<file path="config.mk">
export PLATFORM = sky130hd
export DESIGN_NAME = lsu_mem_ctrl_flat
export DESIGN_NICKNAME = d
export VERILOG_FILES = /design/src/rtl/lsu_pkg.sv /design/src/rtl/lsu_mem_ctrl_if.sv /design/src/rtl/lsu_req_check.sv /design/src/rtl/lsu_mem_ctrl.sv /design/src/flat_wrapper.sv
export SDC_FILE = /design/constraint.sdc
export NUM_CORES = 1
export LEC_CHECK = 0
export ABC_AREA = 1
export BUFFER_PORTS_ARGS = -buffer_cell sky130_fd_sc_hd__buf_2
export CAP_MARGIN = 10
export CORE_ASPECT_RATIO = 1.1
export CORE_MARGIN = 2
export CORE_UTILIZATION = 45
export CTS_BUF_LIST = sky130_fd_sc_hd__clkbuf_8 sky130_fd_sc_hd__clkbuf_16
export DETAILED_ROUTE_END_ITERATION = 12
export PLACE_DENSITY = 0.77
export SETUP_SLACK_MARGIN = 0.3
export SLEW_MARGIN = 20
export SYNTH_ARGS = -nofsm -noshare
export SYNTH_HDL_FRONTEND = slang
export SYNTH_HIERARCHICAL = 1
export SYNTH_SLANG_ARGS = --single-unit
</file>
<file path="constraint.sdc">
create_clock -name clk -period 2.7 [get_ports clk]
set_input_delay 0 -clock clk [delete_from_list [all_inputs] [get_ports clk]]
set_output_delay 0 -clock clk [all_outputs]
set_load 0.005 [all_outputs]
</file>
<file path="src/rtl/lsu_pkg.sv">
// Shared encodings for the load/store controller and the data memory:
// funct3 values, the memory's store/load select codes and the FSM state type.
package lsu_pkg;

    // RISC-V funct3 values for loads and stores
    localparam logic [2:0] F3_B  = 3'b000;
    localparam logic [2:0] F3_H  = 3'b001;
    localparam logic [2:0] F3_W  = 3'b010;
    localparam logic [2:0] F3_BU = 3'b100;
    localparam logic [2:0] F3_HU = 3'b101;

    // Store select understood by the data memory
    localparam logic [2:0] S_NONE = 3'b000;
    localparam logic [2:0] S_SB   = 3'b001;
    localparam logic [2:0] S_SH   = 3'b010;
    localparam logic [2:0] S_SW   = 3'b100;

    // Load select understood by the data memory (it performs the extension)
    localparam logic [2:0] I_NONE = 3'b000;
    localparam logic [2:0] I_LB   = 3'b001;
    localparam logic [2:0] I_LH   = 3'b010;
    localparam logic [2:0] I_LW   = 3'b011;
    localparam logic [2:0] I_LBU  = 3'b100;
    localparam logic [2:0] I_LHU  = 3'b101;

    typedef enum logic [1:0] {
        IDLE   = 2'd0,
        ACCESS = 2'd1,
        RESP   = 2'd2
    } state_t;

endpackage

</file>
<file path="src/rtl/lsu_mem_ctrl_if.sv">
// Core-side request/response bundle of the load/store controller.
// Handshake: a transfer happens on a rising clk edge where valid and ready
// are both high; the sender holds valid and its payload stable until then,
// and ready may depend on state but never on valid.
interface lsu_mem_ctrl_if;

    logic        req_valid;
    logic        req_ready;
    logic        req_we;
    logic [2:0]  req_funct3;
    logic [31:0] req_addr;
    logic [31:0] req_wdata;
    logic        rsp_valid;
    logic        rsp_ready;
    logic [31:0] rsp_rdata;
    logic        rsp_err;

    // Controller side
    modport slave (
        input  req_valid, req_we, req_funct3, req_addr, req_wdata, rsp_ready,
        output req_ready, rsp_valid, rsp_rdata, rsp_err
    );

    // Core side
    modport master (
        output req_valid, req_we, req_funct3, req_addr, req_wdata, rsp_ready,
        input  req_ready, rsp_valid, rsp_rdata, rsp_err
    );

endinterface

</file>
<file path="src/rtl/lsu_req_check.sv">
// Combinational request decode: funct3 to memory select codes, plus the
// reject flag for illegal funct3, misalignment and out-of-range accesses.
module lsu_req_check
    import lsu_pkg::*;
#(
    parameter int unsigned ADDR_LIMIT  = 256,
    parameter bit          CHECK_ALIGN = 1'b1
) (
    input  logic        we,
    input  logic [2:0]  funct3,
    input  logic [31:0] addr,
    output logic        err,
    output logic [2:0]  s_ctrl,
    output logic [2:0]  i_ctrl
);

    logic        illegal;
    logic        misalign;
    logic        out_of_range;
    logic [1:0]  size_m1;
    logic [32:0] last_byte;

    // Decode funct3 into access size and the store/load select codes
    always_comb begin
        illegal = 1'b0;
        size_m1 = 2'd0;
        s_ctrl  = S_NONE;
        i_ctrl  = I_NONE;
        case (funct3)
            F3_B:  begin size_m1 = 2'd0; s_ctrl = S_SB; i_ctrl = I_LB;  end
            F3_H:  begin size_m1 = 2'd1; s_ctrl = S_SH; i_ctrl = I_LH;  end
            F3_W:  begin size_m1 = 2'd3; s_ctrl = S_SW; i_ctrl = I_LW;  end
            F3_BU: begin size_m1 = 2'd0; illegal = we;  i_ctrl = I_LBU; end
            F3_HU: begin size_m1 = 2'd1; illegal = we;  i_ctrl = I_LHU; end
            default: illegal = 1'b1;
        endcase
        if (we) i_ctrl = I_NONE;
        else    s_ctrl = S_NONE;
    end

    // Last byte is computed in 33 bits so addresses near 2^32 cannot wrap into range
    always_comb begin
        misalign     = CHECK_ALIGN && ((size_m1 == 2'd1 && addr[0]) ||
                                       (size_m1 == 2'd3 && addr[1:0] != 2'b00));
        last_byte    = {1'b0, addr} + {31'd0, size_m1};
        out_of_range = last_byte >= 33'(ADDR_LIMIT);
        err          = illegal | misalign | out_of_range;
    end

endmodule

</file>
<file path="src/rtl/lsu_mem_ctrl.sv">
// Load/store controller: accepts one request at a time, drives the data
// memory for exactly one ACCESS cycle and returns a registered response.
// Rejected requests skip ACCESS and never touch memory.
module lsu_mem_ctrl
    import lsu_pkg::*;
#(
    parameter int unsigned ADDR_LIMIT  = 256,
    parameter bit          CHECK_ALIGN = 1'b1
) (
    input  logic          clk,
    input  logic          reset,
    lsu_mem_ctrl_if.slave bus,
    output logic          d_write_en,
    output logic [31:0]   d_addr,
    output logic [31:0]   d_write_data,
    output logic [2:0]    s_type_controls,
    output logic [2:0]    i_type_controls,
    input  logic [31:0]   d_read_data,
    output state_t        dbg_state
);

    state_t      state, state_next;
    logic        accept;
    logic        chk_err;
    logic [2:0]  chk_s, chk_i;
    logic        we_q;
    logic [2:0]  s_ctrl_q, i_ctrl_q;
    logic [31:0] addr_q, wdata_q, rdata_q;
    logic        err_q;

    lsu_req_check #(
        .ADDR_LIMIT  (ADDR_LIMIT),
        .CHECK_ALIGN (CHECK_ALIGN)
    ) u_check (
        .we     (bus.req_we),
        .funct3 (bus.req_funct3),
        .addr   (bus.req_addr),
        .err    (chk_err),
        .s_ctrl (chk_s),
        .i_ctrl (chk_i)
    );

    assign accept = bus.req_valid && bus.req_ready;

    // Next-state logic: rejected requests go straight to RESP
    always_comb begin
        state_next = state;
        case (state)
            IDLE:    if (accept) state_next = chk_err ? RESP : ACCESS;
            ACCESS:  state_next = RESP;
            RESP:    if (bus.rsp_ready) state_next = IDLE;
            default: state_next = IDLE;
        endcase
    end

    // State register
    always_ff @(posedge clk or posedge reset) begin
        if (reset) state <= IDLE;
        else       state <= state_next;
    end

    // Request latch on acceptance; load data captured on the edge leaving ACCESS
    always_ff @(posedge clk or posedge reset) begin
        if (reset) begin
            we_q     <= 1'b0;
            s_ctrl_q <= S_NONE;
            i_ctrl_q <= I_NONE;
            addr_q   <= 32'd0;
            wdata_q  <= 32'd0;
            rdata_q  <= 32'd0;
            err_q    <= 1'b0;
        end else if (accept) begin
            we_q     <= bus.req_we;
            s_ctrl_q <= chk_s;
            i_ctrl_q <= chk_i;
            addr_q   <= bus.req_addr;
            wdata_q  <= bus.req_wdata;
            rdata_q  <= 32'd0;
            err_q    <= chk_err;
        end else if (state == ACCESS) begin
            rdata_q  <= we_q ? 32'd0 : d_read_data;
        end
    end

    // Memory strobes are live only in ACCESS, so an async reset drops them at once
    assign d_write_en      = (state == ACCESS) && we_q;
    assign s_type_controls = (state == ACCESS && we_q)  ? s_ctrl_q : S_NONE;
    assign i_type_controls = (state == ACCESS && !we_q) ? i_ctrl_q : I_NONE;
    assign d_addr          = addr_q;
    assign d_write_data    = wdata_q;

    assign bus.req_ready = (state == IDLE) && !reset;
    assign bus.rsp_valid = (state == RESP);
    assign bus.rsp_rdata = rdata_q;
    assign bus.rsp_err   = err_q;
    assign dbg_state     = state;

endmodule

</file>
<file path="src/flat_wrapper.sv">
// flat-port wrapper written by rule: the top's interface ports become plain ports
module lsu_mem_ctrl_flat import lsu_pkg::*;
#(
    parameter int unsigned ADDR_LIMIT  = 256,
    parameter bit          CHECK_ALIGN = 1'b1
)
  (clk, reset, d_write_en, d_addr, d_write_data, s_type_controls, i_type_controls, d_read_data, dbg_state, bus_req_valid, bus_req_we, bus_req_funct3, bus_req_addr, bus_req_wdata, bus_rsp_ready, bus_req_ready, bus_rsp_valid, bus_rsp_rdata, bus_rsp_err);
  lsu_mem_ctrl_if bus_i ();
  input  logic clk;
  input  logic reset;
  output logic d_write_en;
  output logic [31:0] d_addr;
  output logic [31:0] d_write_data;
  output logic [2:0] s_type_controls;
  output logic [2:0] i_type_controls;
  input  logic [31:0] d_read_data;
  output state_t dbg_state;
  input wire logic [$bits(bus_i.req_valid)-1:0] bus_req_valid;
  input wire logic [$bits(bus_i.req_we)-1:0] bus_req_we;
  input wire logic [$bits(bus_i.req_funct3)-1:0] bus_req_funct3;
  input wire logic [$bits(bus_i.req_addr)-1:0] bus_req_addr;
  input wire logic [$bits(bus_i.req_wdata)-1:0] bus_req_wdata;
  input wire logic [$bits(bus_i.rsp_ready)-1:0] bus_rsp_ready;
  output wire logic [$bits(bus_i.req_ready)-1:0] bus_req_ready;
  output wire logic [$bits(bus_i.rsp_valid)-1:0] bus_rsp_valid;
  output wire logic [$bits(bus_i.rsp_rdata)-1:0] bus_rsp_rdata;
  output wire logic [$bits(bus_i.rsp_err)-1:0] bus_rsp_err;
  assign bus_i.req_valid = bus_req_valid;
  assign bus_i.req_we = bus_req_we;
  assign bus_i.req_funct3 = bus_req_funct3;
  assign bus_i.req_addr = bus_req_addr;
  assign bus_i.req_wdata = bus_req_wdata;
  assign bus_i.rsp_ready = bus_rsp_ready;
  assign bus_req_ready = bus_i.req_ready;
  assign bus_rsp_valid = bus_i.rsp_valid;
  assign bus_rsp_rdata = bus_i.rsp_rdata;
  assign bus_rsp_err = bus_i.rsp_err;
  lsu_mem_ctrl #(.ADDR_LIMIT(ADDR_LIMIT), .CHECK_ALIGN(CHECK_ALIGN)) u_core (.clk(clk), .reset(reset), .bus(bus_i), .d_write_en(d_write_en), .d_addr(d_addr), .d_write_data(d_write_data), .s_type_controls(s_type_controls), .i_type_controls(i_type_controls), .d_read_data(d_read_data), .dbg_state(dbg_state));
endmodule
</file>
# ---- After elaboration in Yosys (flattened, before gate mapping)
# Cells that the tools add are included.
dict set report word_totals {
  word_cells 54
  romBits 0
  reg_bits 106
  latch_bits 0
  n_memories 0
  inputBits 104
  ramBits 0
}
dict set report classes {
  n_addsub 1
  mux 15
  reduce_logical 17
  n_mul 0
  n_div 0
  n_lt_le_gt_ge 1
  bitwise 2
  eq_ne 10
  shift 0
}
# cell n
set op_table {}
lappend op_table {{2-to-1 mux 32 bit} 3}
lappend op_table {{adder 32 x 2 -> 33 bit} 1}
lappend op_table {{>= comparator 33 x 9 -> 1 bit (second input constant)} 1}
lappend op_table {{one-hot mux 3 bit (5 select lines)} 1}
lappend op_table {{2-to-1 mux 3 bit} 4}
lappend op_table {{one-hot mux 3 bit (3 select lines)} 1}
lappend op_table {{== test 3 bit (second input constant)} 2}
lappend op_table {{logical AND 1 bit} 6}
lappend op_table {{2-to-1 mux 2 bit} 3}
lappend op_table {{one-hot mux 2 bit (3 select lines)} 1}
lappend op_table {{== test 2 x 1 -> 1 bit (second input constant)} 2}
lappend op_table {{== test 2 bit (second input constant)} 2}
lappend op_table {{one-hot mux 2 bit (2 select lines)} 1}
lappend op_table {{nonzero test 2 bit} 2}
lappend op_table {{OR reduction 2 bit} 2}
lappend op_table {{== test 3 x 1 -> 1 bit (second input constant)} 1}
lappend op_table {{== test 3 x 2 -> 1 bit (second input constant)} 1}
lappend op_table {{zero test 3 bit} 1}
lappend op_table {{OR reduction 3 bit} 1}
lappend op_table {{zero test 1 bit} 2}
lappend op_table {{zero test 2 bit} 1}
lappend op_table {{!= test 2 x 1 -> 1 bit (second input constant)} 1}
lappend op_table {{!= test 2 bit (second input constant)} 1}
lappend op_table {{OR 1 bit} 2}
lappend op_table {{3 further kinds} 3}

# ---- Depth between registers and ports, before layout
# Gate-level depths: netlist (run 1).
dict set report depth {
  word_depth 11
  depth_mapped 21
}

# ---- Cells and area by module
# The synthesis (run 1) kept the hierarchy.
# module instances cells_per_inst area_each_um2
set by_module_without_submodules {}
lappend by_module_without_submodules {lsu_mem_ctrl 1 468 4440.5}
lappend by_module_without_submodules {lsu_req_check 1 299 1346.3}

# ---- Worst setup path before layout (run 1)
# Ideal clock, no wire load.
dict set report synth_timing {
  kind {input to register}
  from {input reset}
  to {register u_core.rdata_q[21], in the netlist u_core/bus.rsp_rdata[21]}
  setup_time_ns 0.117
  t_arrival_ns 3.099
  slack_ns -0.516
  n_path_buf 2
  stages 6
  required_ns 2.583
  path_cell_list {inv_1 > nand3_2 > buf_4 > buf_6 > nand3_1 > nand2_1}
}
dict set report synth_between {
  elab_chain_len 4
  word_cells_on_any_way 5
}
# item line_no
set synth_rtl {}
lappend synth_rtl {{from (decl)} flat_wrapper.sv:10} ;# input logic reset;
lappend synth_rtl {{zero test 1 bit (no source line) (*)} --}
lappend synth_rtl {{logical AND 1 bit (*)} lsu_mem_ctrl.sv:92} ;# assign bus.req_ready = (state == IDLE) && !reset;
lappend synth_rtl {{logical AND 1 bit (*)} lsu_mem_ctrl.sv:43} ;# assign accept = bus.req_valid && bus.req_ready;
lappend synth_rtl {{2-to-1 mux 32 bit / nonzero test 2 bit (equally long branches)} --}
lappend synth_rtl {{to (signal assigned)} lsu_mem_ctrl.sv:81} ;# rdata_q <= we_q ? 32'd0 : d_read_data;
lappend synth_rtl {{to (decl)} lsu_mem_ctrl.sv:28} ;# logic [31:0] addr_q, wdata_q, rdata_q;
# Every way passes the cells marked *; elsewhere a longest branch is shown, timed or not.
# A chain may end at the register's enable or synchronous reset.

# ---- Final worst setup path (run 1)
dict set report layout_timing {
  from {input bus_req_addr[0]}
  to {register u_core.state[1], in the netlist u_core/dbg_state[1]}
}
dict set report layout_between {
  elab_chain_len 8
  word_cells_on_any_way 11
}
# item line_no
set layout_rtl {}
lappend layout_rtl {{from (decl)} flat_wrapper.sv:21} ;# input wire logic [$bits(bus_i.req_addr)-1:0] bus_req_addr;
lappend layout_rtl {{branches (longest 4 deep; another with adder 32 x 2 -> 33 bit)} --}
lappend layout_rtl {{OR 1 bit (*)} lsu_req_check.sv:47} ;# err = illegal | misalign | out_of_range;
lappend layout_rtl {{named net u_core.chk_err} lsu_mem_ctrl.sv:24} ;# logic chk_err;
lappend layout_rtl {{2-to-1 mux 2 bit (*) (2 in a row)} lsu_mem_ctrl.sv:49} ;# IDLE: if (accept) state_next = chk_err ? RESP : ACCESS;
lappend layout_rtl {{one-hot mux 2 bit (3 select lines) (*)} lsu_mem_ctrl.sv:48} ;# case (state)
lappend layout_rtl {{to (signal assigned)} lsu_mem_ctrl.sv:59} ;# else state <= state_next;
lappend layout_rtl {{to (decl)} lsu_mem_ctrl.sv:22} ;# state_t state, state_next;
# Mark *: on every way through the listed nets, which the timed path passes. The select of a mux whose other input is x is not followed.

==> results of run 1 <==
==> worst max-delay path: stages <==
cell,delay (ns)
dlygate4sd3_1,0.53
buf_2,0.14
ha_2,0.19
fa_2,0.40
nand2_4,0.09
nor2_4,0.05
buf_4,0.13
nand3_1,0.08
xor2_1,0.16
nand2_1,0.07
nor2_1,0.09
nand2_1,0.07
nor2_2,0.12
nand3_2,0.09
nand4_1,0.12
nand3_1,0.08
==> timing repair <==
action | in CTS | in global routing
endpoints found under the setup margin | 0 | 2
gates resized for setup | 0 | 8
setup buffers | 0 | 2
hold buffers | 101 | 0
hold endpoints to repair | 135 | 0
==> worst max-delay path by stage <==
stage | slack [ns] | to | depth (start not counted) | startpoint
after floorplan | 0.25 | u_core/bus.rsp_rdata[23] | 6 | reset
final | 0.50 | u_core/dbg_state[1] | 16 | bus_req_addr[0]
after global routing | 0.27 | u_core/dbg_state[1] | 21 | bus_req_funct3[2]
after CTS | 0.37 | u_core/dbg_state[1] | 18 | bus_req_addr[0]
after global placement | 0.19 | u_core/dbg_state[1] | 21 | bus_req_funct3[2]
after detailed placement | 0.09 | u_core/dbg_state[1] | 21 | bus_req_funct3[2]
==> cell families (layout without fill, tap and decap cells) <==
kind of cell    count (synthesis)  after routing  synth area share
compound gates                 79             79            0.0928
xor+xnor                        2              2           0.00303
fa+ha+maj                       3              3           0.00778
buf+inv                       151            463             0.121
flops                         106            106             0.458
simple gates                  426            426             0.317
==> sequential cells by signal (all words and copies together) (netlist names) <==
signal and flops:
u_core/we_q 1, u_core/bus.rsp_rdata 32, u_core/bus.rsp_err 1, u_core/s_ctrl_q 3, u_core/d_addr 32, u_core/i_ctrl_q 3
u_core/dbg_state 2, u_core/d_write_data 32
==> per-layer routing <==
metal	GRT usage	up-vias
met5	0	-
met4	0.0953	0
met3	0.0417	31
met2	0.457	248
met1	0.300	2784
li1	-	2967
==> Yosys cell counts (all sizes together) <==
master,n
nand2,262
inv,125
dfrtp,106
o21ai,75
nor2,73
nand3,63
buf,23
nand3b,9
nand4,8
nor3,5
a21oi,3
clkbuf,3
nor3b,3
ha,2
or2,2
and2,1
fa,1
o21bai,1
xnor2,1
xor2,1
==> metrics by stage <==
stage / hold WS [ns] / total power, mW / std cells / utilization
6_report: 0.0539 / 4.17 / 1236 / 0.656
5_1_grt: 0.0928 / 4.41 / 1236 / 0.656
4_1_cts: 0.0319 / 4.19 / 1234 / 0.653
3_5_place_dp: 0.205 / 2.70 / 1117 / 0.548
3_3_place_gp: 0.201 / 2.68 / 1117 / 0.548
2_1_floorplan: 0.0300 / 2.33 / 767 / -
==> area by class of cell <==
class | count | area [um^2] | share of cell area
clock buffers | 10 | 239 | 0.0289
inverters | 125 | 473 | 0.0572
flip-flops and latches | 106 | 2650 | 0.321
clock inverters | 6 | 72.6 | 0.00878
multi-input cells | 510 | 2460 | 0.298
repair buffers | 322 | 2170 | 0.262
well taps | 157 | 196 | 0.0238
==> power by group <==
group | internal, mW | switching [mW]
registers | 1.78 | 0.105
logic | 0.441 | 0.478
clock network | 0.756 | 0.611
total | 2.98 | 1.19
==> impl_metrics.py, run 1 <==
metrics = {
    "status": {
        "status": "completed",
    },
    "setup_path": {
        "r2r_slack_ns": 1.00,
        "r2r_cells": 5,
        "arrival_ns": 2.41,
        "r2r-end": "u_core/d_write_data[15]",
        "r2r-start": "u_core/dbg_state[0]",
        "crit_type": "in2reg",
        "start_kind": "input pin",
        "critPathMaxFanout": 4,
        "cp-end-kind": "flip-flop",
        "crit_required_ns": 2.91,
    },
    "floorplanning": {
        "die_y_um": 123,
        "row_count": 43,
        "die_x_um": 112,
        "core_um2": 12600,
        "num_io_pins": 212,
        "start_util": 0.460,
        "die-area_um2": 13800,
    },
    "timing": {
        "worstMarginPinSlew_ns": 0.919,
        "post-route-min-period_ns": 2.20,
        "finalCritPeriodShare": 0.814,
        "final-hold-violation-count": 0,
        "fin_ws_ns": 0.503,
        "slew_viol_final": 0,
        "setup_viol": 0,
        "slew_headroom": 0.387,
        "rsz0062_at_grt": "false",
        "tns_ns": 0,
        "clock_skew_ns": 0.00764,
        "fmax_mhz": 455,
    },
    "detailed_routing": {
        "drt_wl_total_mm": 17.3,
        "vias": 6030,
        "drc": 0,
        "wl_met1_mm": 6.71,
        "drtAntennaViolNets": 0,
        "first_iter_violations": 535,
        "detailroute.wirelength.met2_mm": 9.01,
        "met3_wirelength_mm": 1.13,
        "drt-vias-per-instance": 4.88,
        "wl_per_cell_um": 14.0,
        "first_pass_iters": 5,
        "highest_layer": "met4",
    },
    "global_routing": {
        "antenna_found_initial": 0,
        "grt_max_degree": 75,
        "grt_pass1_vias": 5858,
        "grt_pass1_wl_mm": 28.0,
        "grt-ovfl-total": 0,
        "track_usage": 0.251,
    },
    "placed_design": {
        "gp_congestion": 0.938,
        "place_area_um2": 6900,
        "pre_cts_slack_ns": 0.0874,
        "dpl.hpwl_mm": 11.2,
        "placement.io_buffers": 211,
    },
    "worst_hold_path": {
        "hold_end": "u_core/i_ctrl_q[2]",
        "whs_path_depth": 5,
        "min_path_type": "in2reg",
        "worstHoldStart": "bus_req_funct3[2]",
    },
    "logic_synthesis": {
        "yosysSeqAreaShare": 0.458,
        "netlist_instances": 767,
        "yosysTopAreaCell": "dfrtp_1",
        "synthesis.area_um2": 5790,
        "synth.avg_cell_area_um2": 7.54,
        "synth.distinct_cells": 30,
        "synth.area.top_cells": "dfrtp_1 46%, nand2_1 17%, inv_1 8.0%, o21ai_2 5.6%, nand3_1 5.3%",
        "synthesis.nets": 874,
        "ys_warn_count": 6,
        "ys_ff_latch": 106,
        "yosysTopAreaCellShare": 0.458,
    },
    "clocking": {
        "cts_tree": "done",
        "cts_made_buffers": 9,
        "clkSinkCount": 106,
        "cts-root-buf": "clkbuf_16",
        "clkLatencyLatePin_ns": 0.35,
        "clock_path_buffers": 2,
        "htreeDepth": 3,
        "path_clk_slew_ns": 0.07,
    },
    "cells_and_area": {
        "fin_nets": 1181,
        "mostFrequentLayoutCells": "257 x nand2_1, 211 x buf_2, 122 x inv_1, 106 x dfrtp_1, 101 x dlygate4sd3_1",
        "diodes": 0,
        "drive_gt1_frac": 0.279,
        "design_area_um2": 8260,
        "final_common_cell": "nand2_1",
        "nFillCells": 1019,
        "area_delta_synth_final_pct": 42.8,
    },
    "job": {
        "cap_violations": 0,
    },
    "power_and_ir_drop": {
        "power.leakage_nw": 4.69,
        "p_per_area_nw_per_um2": 505,
        "max-vdd-ir-drop_v": 0.000389,
    },
}
Power figures use the tool's default switching activity.
==> run 2: changes to the inputs <==
clock period = 2 ns   (was 2.7 ns; I/O delays follow)
==> run 2 against run 1 <==
Effect of this change: flip-flop and latch count is the same; sequential power grew 35%; final cell count grew 1.8%; cell area grew 2.6%; first-iteration DRC count shrank 17%; core utilization grew 1.7 points; clock power grew 31%; power grew 35%; routed wire length grew 2.7%; critical endpoint unchanged; largest power group unchanged; highest routed layer unchanged.
==> impl_metrics.py, run 2 (synthesized netlist as in run 1, its figures left out) <==
metrics = {
    "cells_and_area": {
        "area_delta_synth_final_pct": 46.5,
        "drive_gt1_frac": 0.303,
        "nFillCells": 984,
        "final_util": 0.673,
        "fin_nets": 1203,
        "diodes": 0,
        "final_common_cell": "nand2_1",
        "mostFrequentLayoutCells": "255 x nand2_1, 209 x buf_2, 121 x inv_1, 106 x dfrtp_1, 99 x dlygate4sd3_1",
    },
    "detailed_routing": {
        "drt-vias-per-instance": 4.92,
        "drtAntennaViolNets": 0,
        "wl_per_cell_um": 14.1,
        "vias": 6187,
        "first_pass_iters": 6,
        "drc": 0,
        "first_iter_violations": 442,
        "drt_wl_total_mm": 17.7,
    },
    "worst_hold_path": {
        "whs_path_depth": 4,
        "worstHoldStart": "bus_req_addr[0]",
        "min_path_type": "in2reg",
        "hold_end": "u_core/d_addr[0]",
    },
    "clocking": {
        "cts_tree": "done",
        "clock_path_buffers": 2,
        "clkLatencyLatePin_ns": 0.34,
        "cts-root-buf": "clkbuf_16",
        "htreeDepth": 3,
        "cts_made_buffers": 9,
        "path_clk_slew_ns": 0.07,
        "clkSinkCount": 106,
    },
    "power_and_ir_drop": {
        "power.leakage_nw": 4.80,
        "clock_power_share": 0.319,
        "combPwrFrac": 0.227,
        "power.internal_mw": 4.03,
        "p_per_area_nw_per_um2": 664,
        "power_frac_seq": 0.454,
        "p_sw_frac": 0.283,
        "power.net_switching_mw": 1.59,
        "max-vdd-ir-drop_v": 0.000584,
    },
    "setup_path": {
        "critPathMaxFanout": 5,
        "r2r-end": "u_core/d_write_data[19]",
        "r2r_slack_ns": 0.50,
        "r2r_cells": 5,
        "cp-end-kind": "flip-flop",
        "crit_required_ns": 2.22,
        "crit_type": "in2reg",
        "r2r-start": "u_core/dbg_state[0]",
        "start_kind": "input pin",
        "arrival_ns": 2.19,
    },
    "timing": {
        "clock_skew_ns": 0.00608,
        "worstMarginPinSlew_ns": 0.900,
        "slew_headroom": 0.400,
        "holdWs_ns": 0.0451,
        "slew_viol_final": 0,
        "final-hold-violation-count": 0,
        "finalCritPeriodShare": 0.982,
        "fmax_mhz": 509,
        "rsz0062_at_grt": "true",
        "setup_viol": 0,
        "post-route-min-period_ns": 1.96,
    },
    "floorplanning": {
        "row_count": 43,
        "die-area_um2": 13800,
        "die_x_um": 112,
        "num_io_pins": 212,
        "die_y_um": 123,
        "start_util": 0.460,
        "core_um2": 12600,
    },
    "job": {
        "cap_violations": 0,
    },
    "global_routing": {
        "grt_pass1_vias": 5964,
        "grt-ovfl-total": 0,
        "grt_max_degree": 118,
        "antenna_found_initial": 0,
        "track_usage": 0.252,
        "grt_pass1_wl_mm": 28.1,
    },
    "placed_design": {
        "gp_congestion": 0.931,
        "dpl.hpwl_mm": 11.1,
        "placement.io_buffers": 211,
    },
    "status": {
        "status": "completed",
    },
}
## run 2: per-layer routing
layer | part of all wire | GRT usage | vias up
met5 | 0 | 0 | -
met4 | 0.018 | 0.0701 | 0
met3 | 0.057 | 0.0451 | 31
met2 | 0.54 | 0.472 | 255
met1 | 0.39 | 0.297 | 2886
li1 | - | - | 3015
## run 2: through the flow
stage | std cells | worst slack, ns | setup TNS (ns) | area [um^2] | power [mW]
floorplan | 767 | -0.455 | -44.61 | 5820 | 3.15
global placement | 1128 | -0.347 | -0.847 | 7010 | 3.63
detailed placement | 1128 | -0.423 | -1.04 | 7010 | 3.66
CTS | 1256 | 0.0592 | 0 | 8420 | 5.62
global route | 1258 | -0.179 | -0.301 | 8480 | 5.92
finish | 1258 | 0.0355 | 0 | 8480 | 5.63
## run 2: how the worst max path moves through the flow
stage / from / endpoint
2_1_floorplan: reset / u_core/bus.rsp_rdata[23]
3_3_place_gp: bus_req_funct3[2] / u_core/dbg_state[1]
3_5_place_dp: bus_req_funct3[2] / u_core/dbg_state[1]
4_1_cts: bus_req_funct3[2] / u_core/dbg_state[1]
5_1_grt: bus_req_funct3[1] / u_core/dbg_state[1]
6_report: bus_req_funct3[0] / u_core/dbg_state[1]
## run 2: what timing repair did
item	in CTS	in global routing
endpoints found under the hold margin	135	0
buffers inserted	13	2
endpoints found under the setup margin	5	8
cloned	0	0
hold buffers	99	0
pin swaps	12	15
resized for setup	5	13
## run 2: layout make-up
| class | count | area (um^2) | share of cell area |
|---|---|---|---|
| clock buffer | 10 | 239 | 0.0282 |
| timing repair buffer | 344 | 2350 | 0.277 |
| multi-input combinational | 510 | 2500 | 0.295 |
| clock inverter | 6 | 63.8 | 0.00753 |
| inverter | 125 | 473 | 0.0558 |
| sequential | 106 | 2650 | 0.313 |
| tap | 157 | 196 | 0.0232 |
## run 2: critical path, cell delays in order
cell and delay (ns):
buf_6 0.10, nor2_4 0.10, inv_2 0.06, nor2_4 0.09
inv_2 0.05, o21ai_2 0.06, ha_2 0.22, fa_2 0.24
nand2_2 0.08, nor2_4 0.17, nand2_4 0.10, nor2_4 0.15
nand2_2 0.08, nand2_1 0.06, nand2_1 0.05, nor2_1 0.09
nand2_1 0.05, nor2_1 0.09, nand3_1 0.11, nand4_1 0.12
nand3_1 0.09
## run 2: power groups by stage
stage | logic [mW] | registers, mW | clock network [mW]
after global placement | 1.05 | 2.58 | 0
after detailed placement | 1.07 | 2.58 | 0
after global routing | 1.41 | 2.58 | 1.92
after CTS | 1.24 | 2.55 | 1.83
final | 1.28 | 2.56 | 1.79
after floorplan | 0.548 | 2.61 | 0
